===== src/rtl/noc_pkg.sv =====
// Router-wide parameters and types shared by the switch allocator and its users.
package noc_pkg;

    localparam int PORT_NUM = 5;
    localparam int VC_NUM   = 2;

    localparam int PORT_W = (PORT_NUM > 1) ? $clog2(PORT_NUM) : 1;
    localparam int VC_W   = (VC_NUM > 1) ? $clog2(VC_NUM) : 1;

    typedef logic [PORT_W-1:0] port_t;
    typedef logic [VC_W-1:0]   vc_t;

    // Per-output allocation state: free, or held by one (input, VC) for a packet.
    typedef enum logic {
        SA_IDLE   = 1'b0,
        SA_LOCKED = 1'b1
    } sa_state_t;

endpackage


===== src/rtl/switch_allocator2crossbar.sv =====
// Crossbar select bundle: for each output port, the input port routed onto it.
interface switch_allocator2crossbar #(
    parameter int PORT_NUM = noc_pkg::PORT_NUM
);
    noc_pkg::port_t input_vc_sel [PORT_NUM];

    modport allocator (output input_vc_sel);
    modport crossbar  (input  input_vc_sel);
endinterface


===== src/rtl/rr_arbiter.sv =====
// N-way arbiter. With SA_ROUND_ROBIN_EN defined it is round-robin with a
// pointer that advances past the winner only when 'update' is raised;
// otherwise it is plain fixed priority (lowest index wins, no state).
module rr_arbiter #(
    parameter int  N  = 4,
    localparam int IW = (N > 1) ? $clog2(N) : 1
) (
    input  logic          clk,
    input  logic          rst_n,
    input  logic [N-1:0]  req,
    input  logic          update,
    output logic [N-1:0]  gnt_onehot,
    output logic [IW-1:0] gnt_idx
);
`ifdef SA_ROUND_ROBIN_EN
    logic [IW-1:0] ptr_reg;
    logic [IW-1:0] ptr_next;
    logic [N-1:0]  req_rot;
    logic [IW:0]   sum;
    logic          found;

    // Rotate requests so the pointer sits at bit 0, take the first set bit,
    // then map the rotated position back to an absolute index.
    always_comb begin
        req_rot = N'({req, req} >> ptr_reg);
        found   = 1'b0;
        sum     = '0;
        gnt_idx = '0;
        for (int i = 0; i < N; i++) begin
            if (!found && req_rot[i]) begin
                found = 1'b1;
                sum   = {1'b0, ptr_reg} + (IW+1)'(i);
                if (sum >= (IW+1)'(N)) begin
                    sum = sum - (IW+1)'(N);
                end
                gnt_idx = sum[IW-1:0];
            end
        end
        gnt_onehot = found ? (N'(1) << gnt_idx) : '0;
        ptr_next   = (gnt_idx == IW'(N-1)) ? '0 : gnt_idx + 1'b1;
    end

    // Pointer moves to winner+1 only when the winner's grant went through.
    always_ff @(posedge clk or negedge rst_n) begin
        if (!rst_n) begin
            ptr_reg <= '0;
        end else if (update && found) begin
            ptr_reg <= ptr_next;
        end
    end
`else
    logic unused_inputs;
    assign unused_inputs = ^{clk, rst_n, update};

    // Fixed priority: scan downwards so the lowest requesting index is kept.
    always_comb begin
        gnt_idx    = '0;
        gnt_onehot = '0;
        for (int i = N - 1; i >= 0; i--) begin
            if (req[i]) begin
                gnt_idx = IW'(i);
            end
        end
        if (|req) begin
            gnt_onehot = N'(1) << gnt_idx;
        end
    end
`endif
endmodule


===== src/rtl/switch_allocator.sv =====
// Two-stage wormhole switch allocator: stage 1 picks one VC per input,
// stage 2 picks one input per output; outputs stay locked to an (input, VC)
// from a granted head flit until its tail flit is granted.
// Optional feature: define SA_ROUND_ROBIN_EN for round-robin arbitration
// in both stages (fixed priority otherwise).
module switch_allocator
    import noc_pkg::*;
#(
    parameter int PORT_NUM = noc_pkg::PORT_NUM,
    parameter int VC_NUM   = noc_pkg::VC_NUM
) (
    input  logic  clk,
    input  logic  rst_n,
    input  logic  req_i         [PORT_NUM][VC_NUM],
    input  port_t out_port_i    [PORT_NUM][VC_NUM],
    input  logic  tail_i        [PORT_NUM][VC_NUM],
    input  logic  credit_ok_i   [PORT_NUM],
    output logic  grant_valid_o [PORT_NUM],
    output vc_t   grant_vc_o    [PORT_NUM],
    output logic  out_valid_o   [PORT_NUM],
    switch_allocator2crossbar.allocator sa_if
);

    sa_state_t state_reg     [PORT_NUM];
    sa_state_t state_next    [PORT_NUM];
    port_t     owner_ip_reg  [PORT_NUM];
    port_t     owner_ip_next [PORT_NUM];
    vc_t       owner_vc_reg  [PORT_NUM];
    vc_t       owner_vc_next [PORT_NUM];

    logic [VC_NUM-1:0]   elig_mask    [PORT_NUM];
    logic [VC_NUM-1:0]   lock_mask    [PORT_NUM];
    logic [VC_NUM-1:0]   s1_req       [PORT_NUM];
    logic [VC_NUM-1:0]   s1_oh_unused [PORT_NUM];
    vc_t                 s1_vc        [PORT_NUM];
    logic                s1_valid     [PORT_NUM];
    port_t               s1_op        [PORT_NUM];
    logic [PORT_NUM-1:0] s2_req       [PORT_NUM];
    logic [PORT_NUM-1:0] s2_gnt       [PORT_NUM];
    port_t               s2_idx       [PORT_NUM];
    logic                in_gnt       [PORT_NUM];
    logic                out_gnt      [PORT_NUM];
    vc_t                 win_vc       [PORT_NUM];
    logic                win_tail     [PORT_NUM];

    // Eligibility per (input, VC); lock owners are split out so they win stage 1.
    always_comb begin
        port_t opi;
        logic  own;
        opi = '0;
        own = 1'b0;
        for (int ip = 0; ip < PORT_NUM; ip++) begin
            elig_mask[ip] = '0;
            lock_mask[ip] = '0;
            for (int v = 0; v < VC_NUM; v++) begin
                opi = out_port_i[ip][v];
                own = 1'b0;
                if (req_i[ip][v] && (int'(opi) < PORT_NUM)) begin
                    own = (state_reg[opi] == SA_LOCKED) &&
                          (owner_ip_reg[opi] == port_t'(ip)) &&
                          (owner_vc_reg[opi] == vc_t'(v));
                    if (credit_ok_i[opi] && ((state_reg[opi] == SA_IDLE) || own)) begin
                        elig_mask[ip][v] = 1'b1;
                        lock_mask[ip][v] = own;
                    end
                end
            end
            s1_req[ip] = (|lock_mask[ip]) ? lock_mask[ip] : elig_mask[ip];
        end
    end

    // Stage-1 results feed the per-output request vectors of stage 2.
    always_comb begin
        for (int ip = 0; ip < PORT_NUM; ip++) begin
            s1_valid[ip] = |s1_req[ip];
            s1_op[ip]    = out_port_i[ip][s1_vc[ip]];
        end
        for (int op = 0; op < PORT_NUM; op++) begin
            s2_req[op] = '0;
            for (int ip = 0; ip < PORT_NUM; ip++) begin
                s2_req[op][ip] = s1_valid[ip] && (s1_op[ip] == port_t'(op));
            end
        end
    end

    genvar gi;
    generate
        for (gi = 0; gi < PORT_NUM; gi++) begin : g_arb
            rr_arbiter #(.N(VC_NUM)) u_s1_arb (
                .clk        (clk),
                .rst_n      (rst_n),
                .req        (s1_req[gi]),
                .update     (in_gnt[gi]),
                .gnt_onehot (s1_oh_unused[gi]),
                .gnt_idx    (s1_vc[gi])
            );

            rr_arbiter #(.N(PORT_NUM)) u_s2_arb (
                .clk        (clk),
                .rst_n      (rst_n),
                .req        (s2_req[gi]),
                .update     (out_gnt[gi]),
                .gnt_onehot (s2_gnt[gi]),
                .gnt_idx    (s2_idx[gi])
            );
        end
    endgenerate

    // Final grants: each output's stage-2 winner, folded back onto its input.
    always_comb begin
        for (int op = 0; op < PORT_NUM; op++) begin
            out_gnt[op]  = |s2_gnt[op];
            win_vc[op]   = s1_vc[s2_idx[op]];
            win_tail[op] = tail_i[s2_idx[op]][win_vc[op]];
        end
        for (int ip = 0; ip < PORT_NUM; ip++) begin
            in_gnt[ip] = 1'b0;
            for (int op = 0; op < PORT_NUM; op++) begin
                if (s2_gnt[op][ip]) begin
                    in_gnt[ip] = 1'b1;
                end
            end
        end
    end

    // Lock on a granted non-tail flit from idle; release on the owner's tail.
    always_comb begin
        for (int op = 0; op < PORT_NUM; op++) begin
            state_next[op]    = state_reg[op];
            owner_ip_next[op] = owner_ip_reg[op];
            owner_vc_next[op] = owner_vc_reg[op];
            if (out_gnt[op]) begin
                if ((state_reg[op] == SA_IDLE) && !win_tail[op]) begin
                    state_next[op]    = SA_LOCKED;
                    owner_ip_next[op] = s2_idx[op];
                    owner_vc_next[op] = win_vc[op];
                end else if ((state_reg[op] == SA_LOCKED) && win_tail[op]) begin
                    state_next[op] = SA_IDLE;
                end
            end
        end
    end

    // Per-output lock state; reset drops every lock.
    always_ff @(posedge clk or negedge rst_n) begin
        if (!rst_n) begin
            for (int op = 0; op < PORT_NUM; op++) begin
                state_reg[op]    <= SA_IDLE;
                owner_ip_reg[op] <= '0;
                owner_vc_reg[op] <= '0;
            end
        end else begin
            for (int op = 0; op < PORT_NUM; op++) begin
                state_reg[op]    <= state_next[op];
                owner_ip_reg[op] <= owner_ip_next[op];
                owner_vc_reg[op] <= owner_vc_next[op];
            end
        end
    end

    // Drive outputs, zeroed when idle and held at zero while reset is asserted.
    always_comb begin
        for (int p = 0; p < PORT_NUM; p++) begin
            grant_valid_o[p]      = 1'b0;
            grant_vc_o[p]         = '0;
            out_valid_o[p]        = 1'b0;
            sa_if.input_vc_sel[p] = '0;
            if (rst_n) begin
                grant_valid_o[p] = in_gnt[p];
                out_valid_o[p]   = out_gnt[p];
                if (in_gnt[p]) begin
                    grant_vc_o[p] = s1_vc[p];
                end
                if (out_gnt[p]) begin
                    sa_if.input_vc_sel[p] = s2_idx[p];
                end
            end
        end
    end

endmodule


===== src/flat_wrapper.sv =====
// flat-port wrapper written by rule: the top's interface ports become plain ports
module switch_allocator_flat import noc_pkg::*;
#(
    parameter int PORT_NUM = noc_pkg::PORT_NUM,
    parameter int VC_NUM   = noc_pkg::VC_NUM
)
  (clk, rst_n, req_i, out_port_i, tail_i, credit_ok_i, grant_valid_o, grant_vc_o, out_valid_o, sa_if_input_vc_sel);
  switch_allocator2crossbar #(.PORT_NUM(PORT_NUM)) sa_if_i ();
  input  logic clk;
  input  logic rst_n;
  input  logic req_i[PORT_NUM][VC_NUM];
  input  port_t out_port_i[PORT_NUM][VC_NUM];
  input  logic tail_i[PORT_NUM][VC_NUM];
  input  logic credit_ok_i[PORT_NUM];
  output logic grant_valid_o[PORT_NUM];
  output vc_t grant_vc_o[PORT_NUM];
  output logic out_valid_o[PORT_NUM];
  output wire logic [$bits(sa_if_i.input_vc_sel)-1:0] sa_if_input_vc_sel;
  assign sa_if_input_vc_sel = {>>{sa_if_i.input_vc_sel}};
  switch_allocator #(.PORT_NUM(PORT_NUM), .VC_NUM(VC_NUM)) u_core (.clk(clk), .rst_n(rst_n), .req_i(req_i), .out_port_i(out_port_i), .tail_i(tail_i), .credit_ok_i(credit_ok_i), .grant_valid_o(grant_valid_o), .grant_vc_o(grant_vc_o), .out_valid_o(out_valid_o), .sa_if(sa_if_i));
endmodule

===== config.mk =====
export PLATFORM = sky130hd
export DESIGN_NAME = switch_allocator_flat
export DESIGN_NICKNAME = d
export VERILOG_FILES = /design/src/rtl/noc_pkg.sv /design/src/rtl/switch_allocator2crossbar.sv /design/src/rtl/rr_arbiter.sv /design/src/rtl/switch_allocator.sv /design/src/flat_wrapper.sv
export SDC_FILE = /design/constraint.sdc
export NUM_CORES = 1
export LEC_CHECK = 0
export CORE_MARGIN = 2
export CORE_UTILIZATION = 60
export CTS_CLUSTER_DIAMETER = 200
export DETAILED_ROUTE_END_ITERATION = 10
export HOLD_SLACK_MARGIN = 0.03
export MAX_ROUTING_LAYER = met4
export PLACE_DENSITY = 0.93
export RECOVER_POWER = 100
export REMOVE_ABC_BUFFERS = 1
export SYNTH_ARGS = -nofsm -noshare
export SYNTH_HDL_FRONTEND = slang
export SYNTH_HIERARCHICAL = 1
export SYNTH_SLANG_ARGS = --single-unit

===== constraint.sdc =====
create_clock -name clk -period 12.65 [get_ports clk]
set_clock_uncertainty 0.2 [all_clocks]
set_input_delay 1.8975 -clock clk [delete_from_list [all_inputs] [get_ports clk]]
set_output_delay 1.8975 -clock clk [all_outputs]
set_load 0.1 [all_outputs]

==> summary.txt, run 1 <==
Run status
  – Run status: complete, but fails checks
  – Violations in the final reports: max-capacitance violations, max-slew violations

STA
  – Sum of negative setup slack: 0 ns
  – Slew HR: -41.15%
  – Post-route clock period utilization: 80.48%
  – RSZ-0062 raised after global routing: false
  – F_max: between 90 and 100 MHz
  – Minimum period implied by the final worst setup slack: 10.18 ns
  – Hold Fails Final Rpt: 0
  – Final count of negative-setup-slack endpoints: 0
  – Slew Viols, Final: 56
  – Slew at the pin with the worst max-slew slack: 2.117 ns

Setup path
  – Series of cell instances along the critical path: dlygate4sd3_1, mux4_2, a22oi_1, nor2b_1, nor3b_1, o31ai_1, nor2b_1, mux2i_1, and2_0, a2bb2oi_1, nor2_1, nor4_1, and3_1, dlygate4sd3_1
  – Delay of the slowest cell on the worst path: 1.21 ns
  – Worst setup SP type: input port
  – First element of the critical path: out_port_i[27]
  – Data required time of the critical path: 10.55 ns
  – Start of the worst register-to-register path: u_core/state_reg[3]
  – Critical path capture point type: output port
  – Critical path arrival: between 8 and 9 ns
  – Critical R2R Capture: u_core/owner_ip_reg[8]
  – Critical Path Fanout Max: 10
  – Worst Reg-to-Reg Cells: 18
  – Type of the worst setup path: in -> out
  – Worst path slowest cell: sky130_fd_sc_hd__dlygate4sd3_1
  – Buffer and inverter count on the worst path: 2
  – Worst-case register-to-register setup slack: 6.34 ns
  – Instance count on the critical path: 14
  – CP endpoint: sa_if_input_vc_sel[14]
  – Category of cells accounting for the largest share of critical-path delay: simple AND/OR/NAND/NOR gates

GRT
  – Remaining global-route overflow: 0
  – Antenna violations before repair: 0
  – Vias in the first global route: 5575
  – Largest net degree at the start of global routing: 56
  – Global-route wire length before repair: 28390 µm
  – GRT Total Usage: 40.90%

Clock tree
  – Number of post-CTS setup repair buffers: 0
  – TritonCTS Buffers: 3
  – Clock transition at the register clock pins on the worst setup and hold paths after CTS: 0.09 ns
  – Clock net sink count: 25
  – Later-pin clock latency in the skew report: between 0.2 and 0.3 ns
  – Root buffer cell: sky130_fd_sc_hd__clkbuf_8
  – Clock Tree Buf Depth: 2
  – CTS H-Tree Depth: 1
  – Count of hold buffers inserted by post-cts repair: 0
  – TritonCTS clock tree: built
  – Number of gates resized after cts: 0

Final layout
  – Fillcell total: approximately 700
  – Area growth from synthesis to layout: 15.47%
  – Total area of multi-input combinational cells: 3983 µm²
  – Number of nets in the finished design: around 800
  – Number of flip-flops in the largest register: 15
  – Register area: 625.6 µm²
  – Count of inserted antenna diode cells: 0
  – Share of cells above drive strength 1: about 8.8%
  – Finished Core Util: 71.41%

Yosys
  – Area of the mapped netlist: 5056 µm²
  – Synth warn: 6
  – Average size of a mapped cell: 7.131 µm²
  – Cell count after synthesis: 709

Route
  – Number of remaining DRC errors: 0
  – Final routed wire length divided by cell count: 21.63 µm
  – Vias after detailed routing: 5957
  – Detailed Route WL: 18300 µm
  – Pre-antenna DRT Iters: 5
  – Residual antenna-violating net count after detailed routing: 0
  – First-iteration detailed-routing DRC count: 482
  – Mean number of vias per cell: 7.041

Placement
  – RePlAce Congestion: 1.039
  – DPL Wire Length: around 14000 µm
  – Number of buffers added on ports: 86

Power and ir drop
  – Power share of the combinational group: 58.4%
  – Switching part of the total: 54.36%
  – Sequential fraction of design power: approximately a third
  – Power per cell area: 99.03 nW/µm²
  – Peak supply drop: 0.1164 mV
  – Total net switching power: between 300 and 400 µW
  – Cell leakage power: about 0.0024 µW
  – Clock share of power: 8.4%
  – Internal power: 263.9 µW

Job
  – MaxCap Viol Count: 1

Floorplanning
  – Row cnt: 33
  – Core area: 8175 µm²
  – Initial cell density of the core: between 60% and 70%
  – Number of top-level pins: 87
  – Die width: about 96 µm
  – Floorplan die height: 95.80 µm
  – Die Area: just over 9000 µm²

Worst hold path
  – HP Class: reg -> reg
[power groups by stage]
stage          clock network (µW)  registers, µW  logic, µW
2_1_floorplan                   0            141        232
3_3_place_gp                    0            183        320
3_5_place_dp                    0            183        332
4_1_cts                      49.8            181        333
5_1_grt                      52.4            188        366
6_report                     48.8            192        337
[worst reg2reg max path: stages, from the launching register on]
cell and delay (ns):
sky130_fd_sc_hd__dfrtp_1 0.72, sky130_fd_sc_hd__mux4_2 0.58, sky130_fd_sc_hd__and2_1 0.19, sky130_fd_sc_hd__nand2b_1 0.19
sky130_fd_sc_hd__o31ai_1 0.24, sky130_fd_sc_hd__nor2b_1 0.75, sky130_fd_sc_hd__mux2i_1 0.40, sky130_fd_sc_hd__and2_0 0.20
sky130_fd_sc_hd__a2bb2oi_1 0.11, sky130_fd_sc_hd__nor3b_1 0.85, sky130_fd_sc_hd__nor4_1 0.22, sky130_fd_sc_hd__clkbuf_1 0.27
sky130_fd_sc_hd__a211oi_1 0.29, sky130_fd_sc_hd__a21oi_1 0.07, sky130_fd_sc_hd__nor2_1 0.12, sky130_fd_sc_hd__a21oi_1 0.06
sky130_fd_sc_hd__ha_1 0.23, sky130_fd_sc_hd__nand2_1 0.17, sky130_fd_sc_hd__mux2_2 0.36
[metrics by stage]
step                setup slack, ns  cells  instance area [µm²]  total power, µW  hold WS, ns
CTS                           2.813    846                 5849            563.8       0.4592
global placement              2.910    842                 5801            502.6       0.4445
floorplan                     4.583    642                 4746            373.8       0.3344
detailed placement            2.833    842                 5801            514.1       0.4423
finish                        2.470    846                 5838            578.1       0.4652
global route                  2.036    846                 5838            606.7       0.5043
[per-layer routing]
| metal | wire length [µm] | global-route usage, % |
|---|---|---|
| met5 | 0 | - |
| met4 | 907 | 18.57 |
| met2 | 7955 | 61.89 |
| met3 | 2017 | 7.596 |
| met1 | 7423 | 53.15 |
[layout make-up]
type,instances,share of cell area (%)
clock buffers,3,0.7072
inverters,35,2.250
multi-input cells,582,68.22
repair buffers,95,15.73
clock inverters,1,0.1286
well taps,105,2.250
flip-flops and latches,25,10.72
[worst min path at each step]
stage | start | endpoint | cells after the start
3_3_place_gp | u_core/owner_ip_reg[6] | u_core/owner_ip_reg[6] | 1
3_5_place_dp | u_core/owner_ip_reg[6] | u_core/owner_ip_reg[6] | 1
2_1_floorplan | u_core/owner_vc_reg[4] | u_core/owner_vc_reg[4] | 2
4_1_cts | u_core/owner_ip_reg[6] | u_core/owner_ip_reg[6] | 1
5_1_grt | u_core/owner_ip_reg[6] | u_core/owner_ip_reg[6] | 1
6_report | u_core/owner_ip_reg[6] | u_core/owner_ip_reg[6] | 1
[cell usage in the layout (no fill, tap or decap), types with 12 or more instances in the layout]
cell and instances:
sky130_fd_sc_hd__dlygate4sd3_1 31, sky130_fd_sc_hd__a31oi_1 18, sky130_fd_sc_hd__nor4_1 18, sky130_fd_sc_hd__a21oi_1 35, sky130_fd_sc_hd__mux4_2 12, sky130_fd_sc_hd__nor3b_1 15, sky130_fd_sc_hd__and3_1 24, sky130_fd_sc_hd__nand2_1 48
sky130_fd_sc_hd__nand2b_1 24, sky130_fd_sc_hd__mux2_2 20, sky130_fd_sc_hd__o21ai_0 33, sky130_fd_sc_hd__nor2b_1 17, sky130_fd_sc_hd__clkdlybuf4s50_1 54, sky130_fd_sc_hd__nor3_1 42, sky130_fd_sc_hd__inv_1 35, sky130_fd_sc_hd__dfrtp_1 25
sky130_fd_sc_hd__nor2_1 79, sky130_fd_sc_hd__mux2i_1 39
No activity file was read; power rests on OpenSTA's default activity.
==> run 2: changes to the inputs <==
- CORE_UTILIZATION: 60 -> 50
- PLACE_DENSITY: 0.93 -> 0.83
- clock period: 12.65 -> 8.95 ns (I/O delays scaled with it)
==> run 2 against run 1 <==
The flow still finishes with violations (max-capacitance violations, max-slew violations). Register-to-register slack worse by 3.3 ns. Sequential power up 35%. First-iteration DRC count grew 12%. Core utilization is 12 points lower. Combinational power is 41% higher. Cell count increased by 3.8%. Sequential cell count unchanged. Power increased by 39%. Routed wire length fell by 2.4%. Setup slack got worse by 1.6 ns.
==> summary.txt, run 2 (synthesis gave the netlist of run 1 again) <==
Clock tree
  – TritonCTS clock tree: built
  – Later-pin clock latency in the skew report: around 0.28 ns
  – Number of gates resized after cts: 0
  – Root buffer cell: sky130_fd_sc_hd__clkbuf_8
  – TritonCTS Buffers: 3
  – Clock net sink count: 25
  – Count of hold buffers inserted by post-cts repair: 0
  – Clock Tree Buf Depth: 2
  – CTS H-Tree Depth: 1
  – Clock transition at the register clock pins on the worst setup and hold paths after CTS: 0.09 ns
  – Number of post-CTS setup repair buffers: 0

Route
  – Residual antenna-violating net count after detailed routing: 0
  – Number of remaining DRC errors: 0
  – Final routed wire length divided by cell count: 20.34 µm
  – First-iteration detailed-routing DRC count: 541
  – Vias after detailed routing: between 5k and 6k
  – Detailed Route WL: 17860 µm
  – Pre-antenna DRT Iters: 5
  – Mean number of vias per cell: 6.714

Power and ir drop
  – Cell leakage power: about 0.0023 µW
  – Peak supply drop: 0.1265 mV
  – Switching part of the total: 53.84%
  – Power per cell area: 139.8 nW/µm²
  – Power share of the combinational group: about three fifths
  – Internal power: 372.0 µW
  – Total net switching power: 433.9 µW
  – Clock share of power: 8.9%
  – Sequential fraction of design power: 32.3%

Setup path
  – Worst Reg-to-Reg Cells: 19
  – Delay of the slowest cell on the worst path: 0.88 ns
  – Instance count on the critical path: 18
  – First element of the critical path: out_port_i[9]
  – Worst setup SP type: input port
  – Buffer and inverter count on the worst path: 2
  – Start of the worst register-to-register path: u_core/state_reg[1]
  – Data required time of the critical path: roughly 7.4 ns
  – Critical R2R Capture: u_core/owner_ip_reg[8]
  – Critical path capture point type: output port
  – Category of cells accounting for the largest share of critical-path delay: simple AND/OR/NAND/NOR gates
  – Type of the worst setup path: in -> out
  – Series of cell instances along the critical path: dlygate4sd3_1, mux2i_1, nor3_1, or4_1, nand2_1, nor2_1, o21ai_0, nor2b_1, mux2i_1, nand2b_1, or3_1, o31ai_1, nand2b_1, nor4_1, nor3_1, nand2_1, and3_1, clkbuf_1
  – Worst path slowest cell: sky130_fd_sc_hd__clkbuf_1
  – Critical Path Fanout Max: 10
  – Critical path arrival: 6.57 ns
  – Worst-case register-to-register setup slack: 3.00 ns
  – CP endpoint: sa_if_input_vc_sel[2]

Final layout
  – Count of inserted antenna diode cells: 0
  – Most common cell after layout, fill and taps aside: sky130_fd_sc_hd__nor2_1
  – Number of nets in the finished design: between 800 and 900
  – Area growth from synthesis to layout: 14.03%
  – Number of flip-flops in the largest register: 15
  – Most frequent cells in the layout: 79 x sky130_fd_sc_hd__nor2_1, 53 x sky130_fd_sc_hd__clkdlybuf4s50_1, 48 x sky130_fd_sc_hd__nand2_1, 42 x sky130_fd_sc_hd__nor3_1, 39 x sky130_fd_sc_hd__mux2i_1
  – Finished Core Util: between 50 and 60%
  – Share of cells above drive strength 1: between 10% and 20%

STA
  – F_max: roughly 120 MHz
  – Slew HR: -38.06%
  – Final count of negative-setup-slack endpoints: 0
  – RSZ-0062 raised after global routing: false
  – Post-route clock period utilization: 90.63%
  – Slew at the pin with the worst max-slew slack: between 2 and 2.5 ns
  – Minimum period implied by the final worst setup slack: 8.111 ns
  – Sum of negative setup slack: 0 ns
  – Slew Viols, Final: 56
  – Hold Fails Final Rpt: 0

Floorplanning
  – Die width: about 100 µm
  – Die Area: 10930 µm²
  – Initial cell density of the core: 51.73%
  – Floorplan die height: approximately 100 µm
  – Core area: 9774 µm²
  – Row cnt: 36
  – Number of top-level pins: 87

GRT
  – Global-route wire length before repair: 28500 µm
  – Antenna violations before repair: 0
  – Largest net degree at the start of global routing: 56
  – Most Used Layer, Global Route: met2
  – Vias in the first global route: ~5.5k
  – Remaining global-route overflow: 0
  – Met1 global-route usage: 42.42%
  – Global routing usage on met3: 4.304%
  – Met2 track demand over resource: 51.82%
  – GRT Total Usage: 32.79%

Worst hold path
  – HP Class: reg -> reg

Placement
  – Number of buffers added on ports: 86
  – DPL Wire Length: ~14000 µm
  – RePlAce Congestion: 1.024

Job
  – MaxCap Viol Count: 1

Run status
  – Violations in the final reports: max-capacitance violations, max-slew violations
  – Run status: complete, but fails checks
[run 2: changes by cell type in the layout (fill, tap and decap cells not counted)]
| cell | change |
|---|---|
| sky130_fd_sc_hd__clkbuf_2 | +14 |
| sky130_fd_sc_hd__clkbuf_1 | +4 |
| sky130_fd_sc_hd__buf_4 | +16 |
| sky130_fd_sc_hd__a2bb2oi_2 | +1 |
| sky130_fd_sc_hd__dlygate4sd3_1 | -29 |
| sky130_fd_sc_hd__nor4b_1 | +3 |
| sky130_fd_sc_hd__a2bb2oi_1 | -1 |
| sky130_fd_sc_hd__nor4b_2 | -3 |
| sky130_fd_sc_hd__clkdlybuf4s50_1 | -1 |
[run 2: through the flow]
step / cell area, µm² / hold slack [ns] / setup slack [ns] / power, µW / instances
global placement: 5791 / 0.4554 / 1.562 / 702.9 / 874
detailed placement: 5791 / 0.4659 / 1.411 / 718.7 / 874
finish: 5766 / 0.5036 / 0.8386 / 806.0 / 878
global route: 5766 / 0.5314 / 0.4451 / 850.7 / 878
CTS: 5839 / 0.4863 / 1.393 / 790.5 / 878
floorplan: 4746 / 0.3344 / 1.993 / 528.3 / 642
[run 2: power groups by stage]
stage               combinational, µW  clock [µW]  sequential [µW]
floorplan                         328           0              200
global route                      514        77.7              259
CTS                               469        72.3              249
finish                            474        71.7              260
detailed placement                467           0              252
global placement                  453           0              250
[run 2: cell type report]
class	instances	area (µm²)
clock buffer	3	41.29
sequential	25	625.6
fill	952	4009
inverter	35	131.4
tap	133	166.4
clock inverter	1	7.507
multi-input combinational	582	3970
timing repair buffer	99	823.3
[run 2: routing by layer]
metal	part of all wire, %	up-vias
li1	-	2711
met2	45	391
met5	0	-
met3	11	59
met4	3.4	0
met1	41	2734
[run 2: worst min path at each step]
stage	start	endpoint	slack, ns	cells after the start
after global placement	u_core/owner_vc_reg[1]	u_core/owner_vc_reg[1]	0.46	2
after CTS	u_core/owner_vc_reg[1]	u_core/owner_vc_reg[1]	0.49	2
after detailed placement	u_core/owner_vc_reg[1]	u_core/owner_vc_reg[1]	0.47	2
final	u_core/owner_vc_reg[1]	u_core/owner_vc_reg[1]	0.50	2
after floorplan	u_core/owner_vc_reg[4]	u_core/owner_vc_reg[4]	0.33	2
after global routing	u_core/owner_ip_reg[7]	u_core/owner_ip_reg[7]	0.53	1
[run 2: worst register-to-register path, delay by kind of cell (launching register included)]
family                     cells  cell delay, ns
adders and majority gates      1            0.23
muxes                          3            1.29
AOI/OAI and AO/OA              5            0.72
DFF                            1            0.66
and+or+nand+nor                8            2.03
buffers and inverters          2            0.73
==> run 3: changes to the inputs <==
- TNS_END_PERCENT: default -> 100
==> results of run 3 <==
The final DEF is identical to that of run 2; final timing and power are the same.
==> edit: new RTL, flow settings as in run 3 <==
The package constant `VC_NUM` goes from 2 to 4.
--- a/src/rtl/noc_pkg.sv
+++ b/src/rtl/noc_pkg.sv
@@ -2,7 +2,7 @@
 package noc_pkg;
 
     localparam int PORT_NUM = 5;
-    localparam int VC_NUM   = 2;
+    localparam int VC_NUM   = 4;
 
     localparam int PORT_W = (PORT_NUM > 1) ? $clog2(PORT_NUM) : 1;
     localparam int VC_W   = (VC_NUM > 1) ? $clog2(VC_NUM) : 1;
Ports: changed (resized grant_vc_o, out_port_i, req_i and tail_i); port bits go from 87 to 142. No check against the original RTL was run, so the function may have changed too.
==> edit against run 3 <==
The flow still finishes with violations (max-capacitance violations, max-slew violations). Clock power increased by 120%. Register-to-register slack lost 1.7 ns. Maximum frequency decreased by 6.7%. Cell area up 82%. Total power increased by 140%. Worst setup slack got worse by 0.58 ns. Area after synthesis increased by 72%. Combinational power rose to 2.9 times the old value. Sequential cell count grew 5. Wire length is 94% higher. Critical path type unchanged. Highest routed layer unchanged.
==> edit: results (changes against run 3) <==
| Metric | Value |
|---|---|
| Outcome | complete, but fails checks |
| Failing checks | max-capacitance violations, max-slew violations |
| Slowest CP cell | dlygate4sd3_1 |
| Initial DRC Count | 1,594 (+190%) |
| Port Buffer Count | 141 (+64%) |
| Met1 usage | 46.4% (+4.0 points) |
| Final Util | 61.3% (+2.3 points) |
| Max-slew violations | 66 (+18%) |
| Nets@finish | 1,341 (+66%) |
| Placer Congestion | 1.08 (+5.9%) |
| Worst hold path stage count | 1 (-1) |
| Fin crit share | 97.2% (+6.5 points) |
| Fill count | 1,577 (+66%) |
| WL met1 | 12,700 µm (+74%) |
| Total global-route track usage | 37.4% (+4.6 points) |
| Final WL | 34,600 µm (+94%) |
| Reg2Reg Launch Point | u_core/state_reg[0] |
| Met3 wire length | 4510 µm (+140%) |
| Largest fanout on the critical path | 16 (+6) |
| Max_cap viols | 1 (unchanged) |
| Vias in the first global route | 9,738 (+76%) |
| WHS | 0.335 ns (-0.168 ns) |
| DP Worst Slack | 0.436 ns (-0.975 ns) |
| Lkg Pwr | 3.98 nW (+72%) |
| Met2 wire len | 15,200 µm (+88%) |
| Synthesized area per cell | 7.57 µm² (+6.1%) |
| Worst R2R End | u_core/owner_ip_reg[5] |
| Placed Cells | 1,447 (+66%) |
[edit: cell types whose count changed in the layout (fill, tap and decap cells not counted), moves of 19 or more]
cell,run 3,this run
nand2_1,48,84
o21ai_0,33,61
clkdlybuf4s50_1,53,104
buf_4,24,53
mux2i_1,39,81
nor4b_1,10,29
mux4_2,12,41
[edit: report_power, final]
part / switching [mW] / leakage (nW) / internal (mW)
Clock: 0.0581 / 0.0694 / 0.100
Sequential: 0.195 / 0.402 / 0.178
Combinational: 0.822 / 3.51 / 0.558
Total: 1.07 / 3.98 / 0.835
[edit: cell type report]
type	instances	area share, %
Multi-Input combinational cell	954	69.0
Tap cell	225	2.68
Clock buffer	5	1.19
Inverter	39	1.40
Clock inverter	2	0.0955
Sequential cell	30	7.16
Timing Repair Buffer	199	18.5
[edit: what timing repair did]
action / in CTS / in global routing
setup endpoints to repair: 0 / 6
endpoints found under the hold margin: 0 / 0
hold buffers: 0 / 0
gates resized for setup: 0 / 2
